### config.mk
export PLATFORM = sky130hd
export DESIGN_NAME = uart_rx
export DESIGN_NICKNAME = d
export VERILOG_FILES = /design/src/rtl/uart_rx.sv
export SDC_FILE = /design/constraint.sdc
export NUM_CORES = 1
export LEC_CHECK = 0
export BUFFER_PORTS_ARGS = -buffer_cell sky130_fd_sc_hd__buf_2
export CORE_UTILIZATION = 57
export DETAILED_ROUTE_END_ITERATION = 12
export PLACE_DENSITY = 0.78
export SLEW_MARGIN = 10
export SYNTH_ARGS = -nofsm -noshare
export SYNTH_HDL_FRONTEND = slang
export SYNTH_SLANG_ARGS = --single-unit
### constraint.sdc
create_clock -name clk -period 2.1 [get_ports clk]
set_input_delay 0.42 -clock clk [delete_from_list [all_inputs] [get_ports clk]]
set_output_delay 0.42 -clock clk [all_outputs]
set_load 0.03 [all_outputs]
### src/rtl/uart_rx.sv
// 8N1 UART receiver: 2-flop synchronizer, 16x oversampled mid-bit majority vote,
// one-entry holding register with valid/read handshake, framing error and overrun flags.
`timescale 1ns/1ps
module uart_rx #(
  parameter int DATA_BITS  = 8,
  parameter int OVERSAMPLE = 16
) (
  input  logic                 clk,
  input  logic                 resetn,
  input  logic                 b_tick,
  input  logic                 rx,
  input  logic                 rd,
  input  logic                 err_clr,
  output logic [DATA_BITS-1:0] dout,
  output logic                 data_valid,
  output logic                 rx_done,
  output logic                 frame_err,
  output logic                 overrun
);

  localparam int TW = $clog2(OVERSAMPLE);
  localparam int BW = (DATA_BITS > 1) ? $clog2(DATA_BITS) : 1;
  localparam logic [TW-1:0] TICK_S0   = TW'(OVERSAMPLE / 2 - 1);
  localparam logic [TW-1:0] TICK_S1   = TW'(OVERSAMPLE / 2);
  localparam logic [TW-1:0] TICK_S2   = TW'(OVERSAMPLE / 2 + 1);
  localparam logic [TW-1:0] TICK_LAST = TW'(OVERSAMPLE - 1);
  localparam logic [BW-1:0] BIT_LAST  = BW'(DATA_BITS - 1);

  typedef enum logic [1:0] {IDLE, START, DATA, STOP} state_t;

  state_t               state_q, state_d;
  logic [TW-1:0]        tcnt_q, tcnt_d;
  logic [BW-1:0]        bcnt_q, bcnt_d;
  logic                 armed_q, armed_d;
  logic [1:0]           samp_q, samp_d;
  logic [DATA_BITS-1:0] shift_q, shift_d;
  logic [DATA_BITS-1:0] dout_q, dout_d;
  logic                 data_valid_q, data_valid_d;
  logic                 rx_done_q, rx_done_d;
  logic                 frame_err_q, frame_err_d;
  logic                 overrun_q, overrun_d;
  logic                 rx_meta_q, rx_meta_d;
  logic                 rx_s_q, rx_s_d;
  logic                 vote;

  // Majority of the samples taken at the two ticks before the current one and now.
  assign vote = (samp_q[0] & samp_q[1]) | (samp_q[0] & rx_s_q) | (samp_q[1] & rx_s_q);

  always_comb begin
    state_d      = state_q;
    tcnt_d       = tcnt_q;
    bcnt_d       = bcnt_q;
    armed_d      = armed_q;
    samp_d       = samp_q;
    shift_d      = shift_q;
    dout_d       = dout_q;
    data_valid_d = data_valid_q;
    overrun_d    = overrun_q;
    rx_done_d    = 1'b0;
    frame_err_d  = 1'b0;
    rx_meta_d    = rx;
    rx_s_d       = rx_meta_q;

    if (rd && data_valid_q) data_valid_d = 1'b0;
    if (err_clr) overrun_d = 1'b0;

    if (b_tick) begin
      if (rx_s_q) armed_d = 1'b1;
      tcnt_d = (tcnt_q == TICK_LAST) ? '0 : tcnt_q + 1'b1;
      if (tcnt_q == TICK_S0) samp_d[0] = rx_s_q;
      if (tcnt_q == TICK_S1) samp_d[1] = rx_s_q;

      case (state_q)
        IDLE: begin
          tcnt_d = '0;
          if (!rx_s_q && armed_q) begin
            state_d = START;
            armed_d = 1'b0;
          end
        end
        START: begin
          if (tcnt_q == TICK_S2 && vote) begin
            state_d = IDLE;
            tcnt_d  = '0;
          end else if (tcnt_q == TICK_LAST) begin
            state_d = DATA;
            bcnt_d  = '0;
          end
        end
        DATA: begin
          if (tcnt_q == TICK_S2) shift_d = {vote, shift_q[DATA_BITS-1:1]};
          if (tcnt_q == TICK_LAST) begin
            if (bcnt_q == BIT_LAST) state_d = STOP;
            else                    bcnt_d  = bcnt_q + 1'b1;
          end
        end
        STOP: begin
          // Deciding mid stop bit leaves half a bit to resync on the next start edge.
          if (tcnt_q == TICK_S2) begin
            state_d = IDLE;
            tcnt_d  = '0;
            if (vote) begin
              if (!data_valid_q || rd) begin
                dout_d       = shift_q;
                data_valid_d = 1'b1;
                rx_done_d    = 1'b1;
              end else begin
                overrun_d = 1'b1;
              end
            end else begin
              frame_err_d = 1'b1;
              armed_d     = 1'b0;
            end
          end
        end
        default: state_d = IDLE;
      endcase
    end
  end

  always_ff @(posedge clk or negedge resetn) begin
    if (!resetn) begin
      state_q      <= IDLE;
      tcnt_q       <= '0;
      bcnt_q       <= '0;
      armed_q      <= 1'b0;
      samp_q       <= '0;
      shift_q      <= '0;
      dout_q       <= '0;
      data_valid_q <= 1'b0;
      rx_done_q    <= 1'b0;
      frame_err_q  <= 1'b0;
      overrun_q    <= 1'b0;
      rx_meta_q    <= 1'b1;
      rx_s_q       <= 1'b1;
    end else begin
      state_q      <= state_d;
      tcnt_q       <= tcnt_d;
      bcnt_q       <= bcnt_d;
      armed_q      <= armed_d;
      samp_q       <= samp_d;
      shift_q      <= shift_d;
      dout_q       <= dout_d;
      data_valid_q <= data_valid_d;
      rx_done_q    <= rx_done_d;
      frame_err_q  <= frame_err_d;
      overrun_q    <= overrun_d;
      rx_meta_q    <= rx_meta_d;
      rx_s_q       <= rx_s_d;
    end
  end

  assign dout       = dout_q;
  assign data_valid = data_valid_q;
  assign rx_done    = rx_done_q;
  assign frame_err  = frame_err_q;
  assign overrun    = overrun_q;

endmodule

### Word level (Yosys, flattened, before mapping)

Index checks and enable logic that the tools add are counted.

| storage, ports and cells | value |
|---|---|
| register bits after elaboration | 34 |
| logic and storage cells | 93 |
| output and inout bits | 12 |
| input bits | 6 |

| operators by class | value |
|---|---|
| equal/unequal tests | 16 |
| reductions and logical operators | 14 |
| bitwise operators | 5 |
| multiplexer cells | 42 |
| $add $sub $neg | 2 |

Operators with widths:

| kind | count |
|---|---|
| $mux W1 | 25 |
| $ne A2 B2 Y1 const B | 7 |
| $eq A4 B4 Y1 const B | 3 |
| $mux W2 | 6 |
| $mux W3 | 4 |
| $mux W4 | 3 |
| $pmux W4 S3 | 1 |
| $reduce_and A6 Y1 | 2 |
| $pmux W2 S4 | 1 |
| $pmux W3 S2 | 1 |
| $reduce_and A5 Y1 | 1 |
| $add A4 B1 Y4 const B | 1 |
| $eq A2 B2 Y1 const B | 2 |
| $eq A4 B3 Y1 const B | 1 |
| $reduce_and A2 Y1 | 2 |
| $add A3 B1 Y3 const B | 1 |
| $and A1 B1 Y1 | 3 |
| $eq A3 B3 Y1 const B | 1 |
| $logic_and A1 B1 Y1 | 3 |
| $ne A3 B3 Y1 const B | 1 |
| $reduce_and A3 Y1 | 1 |
| $eq A2 B1 Y1 const B | 1 |
| $logic_not A1 Y1 | 2 |
| $logic_not A2 Y1 | 1 |
| 4 further kinds | 5 |

### Longest topological paths before layout

Gate-level depths: netlist of the first run.

| logic depth | value |
|---|---|
| word-level depth | 7 |
| gate-level depth with buffers | 7 |
| depth with buffers taken out | 6 |

### Least setup slack after synthesis of the first run

Ideal clock, no wire load.

| path | value |
|---|---|
| path type | reg-to-reg |
| from | register state_q[0] |
| to | register shift_q[0] |
| path slack | 402 ps |
| arrival | 1573 ps |
| cell stages (with the launch flop) | 7 |
| setup time | 125 ps |
| cells stage by stage | dfrtp_1 -> inv_1 -> ha_1 -> clkbuf_1 -> and3_1 -> buf_2 -> mux2_2 |

| between the ends | value |
|---|---|
| word-level cells in the longest chain between the ends | 2 |

RTL lines:

| element | line | RTL |
|---|---|---|
| from (decl) | 31 | `state_t state_q, state_d;` |
| from (signal assigned) | 137 | `state_q <= state_d;` |
| $eq A2 B2 Y1 | 73 | `case (state_q)` |
| $reduce_and A3 Y1 (no source line) | - |  |
| to (signal assigned) | 142 | `shift_q <= shift_d;` |
| to (decl) | 36 | `logic [DATA_BITS-1:0] shift_q, shift_d;` |

No other way between the ends.
A chain may end at the register's enable or synchronous reset.

### Final worst setup path of the first run

| path | value |
|---|---|
| from | register state_q[0] |
| to | register shift_q[5] |

Same word-level chain as after synthesis.

==> out/qor.txt, run 1 <==
vias in the first global route - 1,092
Worst path slowest cell - dfrtp_1
CTS Buf Count - 5
Die Height - 56.14 um
DR vias/cell - 5.654
Setup TNS Final - 0 ns
clock skew - 0.009425 ns
Max stage delay on crit path - 0.41 ns
commonest non-fill, non-tap cell in the layout - dfrtp_1
Die X - 56.14 um
Syn. warnings - 0
CTS tree - built
sequential fraction of the synthesis area - 51.09%
Hold Fails Final Rpt - 0
Setup Buffers After CTS - 0
Max Fclk - 543.3 MHz
Area Overhead vs Synth - 11.09%
Mapped Area - 1670 sq um
io pins - 18
M3 GR Usage - 5.581%
WP buf/inv - 1
gr usage total - 19.93%
Worst Max-Slew Pin Slew - 0.7257 ns
first-pass GRT wire length - 4809 um
Slew HR - 51.62%
clock buffer depth - 2
Clock Latency Late Sink - 0.33 ns
ANT cells - 0
# fillers - 192
placed wire-length estimate - 2029 um
Distinct cells, synth - 34
root buffer cell - clkbuf_4
GR peak layer - met2
Hold-fix buffers, CTS - 0
pin count of the biggest net entering global routing - 35
status - completed
fraction of registers with async set/reset - 100.0%
final period utilization - 87.65%
Die ar. - 3151 sq um
Pre-antenna DRT Iters - 4
Leak Pwr - 0.9953 nW
starting density of the core - 60.57%
GR Layer Usage met1 - 24.46%
CP Cell Sequence - inv_1 > ha_1 > and3_1 > mux2_2
htree depth - 2
HP Class - in -> async
via count - 1,063
multi-input logic area - 752.0 sq um
clock net sink count - 34
Tmin final - 1.841 ns
residual DRC count - 0
Mapped Nets - 153
total gr overflow - 0
FP Rows - 19
DR WL/cell - 14.70 um
Final Routed Wirelength - 2763 um
critical path startpoint category - flop
Final Non-Filler Cells - 188
register area - 853.3 sq um
top cell family by delay on the critical path - flip-flops
initial antenna violation count - 0
Max VDD drop - 0.7831 mV
Port-buffer cells - 17
Slew Limit Fails - 0
Synth Area per Inst - 12.28 sq um
Reg clk slew, reported paths - 0.10 ns
Post-synth EDFFs - 0
Routed Antenna Nets - 0
Syn Inst Count - 136
Critical Path RT - 2.31 ns
Initial DRC Count - 20
most frequent cells in the layout - dfrtp_1 (32), buf_2 (17)
layout cells sized above 1 - 33.12%
register bit total from synthesis - 34
Setup crit end kind - flop
Worst EP arrival - 2.06 ns
RSZ-0062 raised after global routing - no
Synth Flop Type - dfrtp_1
Max Cap Viol - 0
PwrDens - 1021 nW/um^2
placed insts - 180
GPL Wtd Cong - 0.9202
Max FO, Critical Path - 8
GRT met2 Usage - 34.01%
Final Setup Violations - 0
Final #Nets - 173
Gates resized, CTS repair - 0
critical path class - reg -> reg
core footprint - 2758 sq um
[cells in the mapped netlist (all sizes together) (3+ instances only)]
master / number / share of area [%]
dfrtp: 32 / 48
mux2: 19 / 15
ha: 11 / 8.2
inv: 11 / 2.5
nand2: 11 / 2.5
nand3: 9 / 2.7
nor2: 4 / 0.90
o21ai: 4 / 1.2
and3: 3 / 1.2
o22ai: 3 / 1.1
[power by group]
group	switching [W]	internal (W)	leakage, nW
clock	0.000207	0.000284	0.0455
combinational	0.000331	0.000236	0.495
sequential	0.0000880	0.000748	0.455
[flip-flops by register name, indices dropped and copies added (netlist names), named ones only]
name and flops:
rx_meta_q 1, dout 8, state_q 1, armed_q 1
bcnt_q 3, shift_q 8, overrun 1, data_valid 1
rx_done 1, rx_s_q 1, tcnt_q 4, frame_err 1
samp_q 2
[final cells by class]
| cell class | instances | share of cell area (%) |
|---|---|---|
| multi-input cells | 87 | 40.53 |
| flip-flops and latches | 34 | 45.99 |
| well taps | 31 | 2.090 |
| inverters | 11 | 2.225 |
| repair buffers | 17 | 4.585 |
| clock buffers | 7 | 2.967 |
| clock inverters | 1 | 1.618 |
[final timing paths]
path | from | end | slack, ns | cells after the start
setup reg to reg | state_q[0] | shift_q[5] | 0.26 | 4
max in group asynchronous | resetn | samp_q[1] | 1.50 | 1
hold / removal | resetn | state_q[0] | 0.13 | 1
hold reg to reg | rx_meta_q | rx_s_q | 0.36 | 0
setup / recovery | state_q[0] | shift_q[5] | 0.26 | 4
min in group clk | rx | rx_meta_q | 0.19 | 1
[metal layers]
layer | up-vias | wire length [um] | part of all wire, %
met5 | - | 0 | 0
met4 | 0 | 53 | 1.9
met3 | 8 | 95 | 3.4
met2 | 21 | 1368 | 50
met1 | 513 | 1245 | 45
li1 | 521 | - | -
[logic make-up after synthesis]
| group | Yosys count | share of synthesized area, % |
|---|---|---|
| and+or+nand+nor | 38 | 13.03 |
| DFF | 34 | 51.09 |
| muxes | 21 | 15.81 |
| AOI/OAI and AO/OA | 16 | 7.267 |
| buffers and inverters | 15 | 3.895 |
| adders and majority gates | 12 | 8.914 |
[stage by stage]
step	hold WS, ns	area, sq um	setup slack, ns	total power [W]	utilization [%]
4_1_cts	0.1543	1856	0.2480	0.001908	67.29
2_1_floorplan	0.1244	1670	0.4020	0.001263	-
6_report	0.1316	1856	0.2593	0.001895	67.29
3_5_place_dp	0.3491	1770	0.2523	0.001408	64.20
5_1_grt	0.1701	1856	0.1283	0.002014	67.29
3_3_place_gp	0.3488	1770	0.3423	0.001363	64.20
Note: power is estimated with default switching activity, not from simulation.
==> inputs of run 2 (changes only) <==
--- a/config.mk
+++ b/config.mk
@@ -6,9 +6,10 @@
 export NUM_CORES = 1
 export LEC_CHECK = 0
 export BUFFER_PORTS_ARGS = -buffer_cell sky130_fd_sc_hd__buf_2
-export CORE_UTILIZATION = 57
+export CORE_UTILIZATION = 60
 export DETAILED_ROUTE_END_ITERATION = 12
-export PLACE_DENSITY = 0.78
+export GPL_TIMING_DRIVEN = 0
+export PLACE_DENSITY = 0.81
 export SLEW_MARGIN = 10
 export SYNTH_ARGS = -nofsm -noshare
 export SYNTH_HDL_FRONTEND = slang
==> constraint.sdc (replaced) <==
create_clock -name clk -period 2.16 [get_ports clk]
set_input_delay 0.432 -clock clk [delete_from_list [all_inputs] [get_ports clk]]
set_output_delay 0.432 -clock clk [all_outputs]
set_load 0.03 [all_outputs]
==> run 2 against run 1 <==
Effect of this change:
- non-clock buffer count increased by 4
- register-to-register slack got worse by 0.04 ns
- critical path depth increased by 2
- sequential cell count unchanged
- maximum frequency decreased by 5.0%
- sequential power decreased by 3.0%
- via count increased by 3.2%
- design area about the same
- sequential share of layout area about the same
- largest power group unchanged
==> out/qor.txt, run 2 (synthesized netlist as in run 1, its figures left out) <==
Area Overhead vs Synth - 11.16% (about the same)
RSZ-0062 raised after global routing - no
Setup Buffers After CTS - 0 (unchanged)
CTS Buf Count - 5 (unchanged)
critical path class - reg -> reg
Setup TNS Final - 0 ns (unchanged)
Initial DRC Count - 15 (-25%)
io pins - 18 (unchanged)
Max VDD drop - 0.6583 mV (-16%)
final core occ - 72.96% (+5.7 points)
status - completed
most frequent cells in the layout - dfrtp_1 (32), buf_2 (18)
Worst Max-Slew Pin Slew - 0.7183 ns (-0.007460 ns)
Final Setup Violations - 0 (unchanged)
FP Rows - 18 (-1)
residual DRC count - 0 (unchanged)
vias in the first global route - 1,057 (-3.2%)
Slew Limit Fails - 0 (unchanged)
Final Routed Wirelength - 2784 um (+0.76%)
first-pass GRT wire length - 4540 um (-5.6%)
layout cells sized above 1 - 34.16% (+1.0 points)
clock net sink count - 34 (unchanged)
pin count of the biggest net entering global routing - 35 (unchanged)
clock skew - 0.005076 ns (-0.004349 ns)
initial antenna violation count - 0 (unchanged)
Pre-antenna DRT Iters - 4 (unchanged)
PwrDens - 927.3 nW/um^2 (-9.2%)
root buffer cell - clkbuf_4
Port-buffer cells - 17 (unchanged)
Max Cap Viol - 0 (unchanged)
Max FO, Critical Path - 8 (unchanged)
Setup crit end kind - flop
DR vias/cell - 5.743 (+1.6%)
DR WL/cell - 14.58 um (-0.82%)
critical path startpoint category - flop
via count - 1,097 (+3.2%)
# fillers - 178 (-7.3%)
Max Fclk - 516.2 MHz (-5.0%)
Die X - 54.76 um (-2.4%)
GPL Wtd Cong - 0.9240 (+0.41%)
commonest non-fill, non-tap cell in the layout - dfrtp_1
starting density of the core - 65.63% (+5.1 points)
Hold-fix buffers, CTS - 0 (unchanged)
Tmin final - 1.937 ns (+0.09641 ns)
ANT cells - 0 (unchanged)
Placed Area - 1793 sq um (+1.3%)
core footprint - 2545 sq um (-7.7%)
HP Class - in -> async
final period utilization - 89.68% (+2.0 points)
Worst EP arrival - 2.16 ns (+0.10 ns)
clock buffer depth - 2 (unchanged)
Leak Pwr - 0.9980 nW (+0.26%)
Routed Antenna Nets - 0 (unchanged)
Gates resized, CTS repair - 0 (unchanged)
htree depth - 2 (unchanged)
CTS tree - built
Reg clk slew, reported paths - 0.10 ns (about the same)
Slew HR - 52.11% (+0.50 points)
placed wire-length estimate - 2014 um (-0.75%)
final instance area - 1857 sq um (about the same)
total gr overflow - 0 (unchanged)
Critical Path RT - 2.38 ns (+0.07 ns)
Die Height - 54.76 um (-2.4%)
Final #Nets - 177 (+2.3%)
Clock Latency Late Sink - 0.33 ns (about the same)
Hold Fails Final Rpt - 0 (unchanged)
gr usage total - 22.22% (+2.3 points)
Die ar. - 2999 sq um (-4.8%)
-- run 2: cell types whose count changed in the layout (fill, tap and decap cells not counted) --
cell,change
buf_2,+1
bufinv_16,-1
buf_6,+1
clkinv_2,+1
clkbuf_1,+1
clkinvlp_4,+1
-- run 2: through the flow --
stage | setup WS (ns) | power, W | hold WS (ns) | cells
4_1_cts | 0.2253 | 0.001732 | 0.1565 | 191
2_1_floorplan | 0.4620 | 0.001228 | 0.1364 | 136
5_1_grt | 0.1133 | 0.001857 | 0.1626 | 191
3_5_place_dp | 0.2398 | 0.001361 | 0.3516 | 183
3_3_place_gp | 0.2823 | 0.001327 | 0.3458 | 183
6_report | 0.2229 | 0.001722 | 0.1441 | 191
-- run 2: final timing paths --
check / from / to / slack, ns / cells after the start
setup / recovery: state_q[0] / shift_q[6] / 0.22 / 6
hold / removal: resetn / shift_q[0] / 0.14 / 1
setup reg to reg: state_q[0] / shift_q[6] / 0.22 / 6
hold reg to reg: rx_meta_q / rx_s_q / 0.37 / 0
max in group asynchronous: resetn / dout[2] / 1.56 / 1
min in group clk: rx / rx_meta_q / 0.19 / 1
-- run 2: final cells by class --
cell class	instances	area, sq um	share of cell area (%)
sequential	34	853.3	45.96
inverter	11	41.29	2.224
buffer	4	23.77	1.280
clock inverter	2	12.51	0.6739
clock buffer	6	51.30	2.763
timing repair buffer	17	85.08	4.582
tap	30	37.54	2.022
multi-input combinational	87	752.0	40.50
-- run 2: worst max-delay path, cell delays in order (launching register included) --
cell      delay [ns]
dfrtp_1         0.42
inv_1           0.19
ha_1            0.18
clkbuf_1        0.26
and3_1          0.21
buf_2           0.21
mux2_2          0.36
-- run 2: power breakdown --
group | switching [W] | internal (W) | total (W) | leakage [nW]
Sequential | 0.0000839 | 0.000727 | 0.000811 | 0.455
Combinational | 0.000315 | 0.000228 | 0.000544 | 0.509
Clock | 0.000210 | 0.000156 | 0.000367 | 0.0343
-- run 2: per-layer routing --
layer / global-route usage, % / vias up / share of wire (%) / routed length, um
li1: - / 528 / - / -
met4: 12.39 / 0 / 1.8 / 51
met5: 0 / - / 0 / 0
met3: 6.111 / 7 / 4.3 / 121
met2: 35.34 / 27 / 49 / 1351
met1: 26.86 / 535 / 45 / 1261
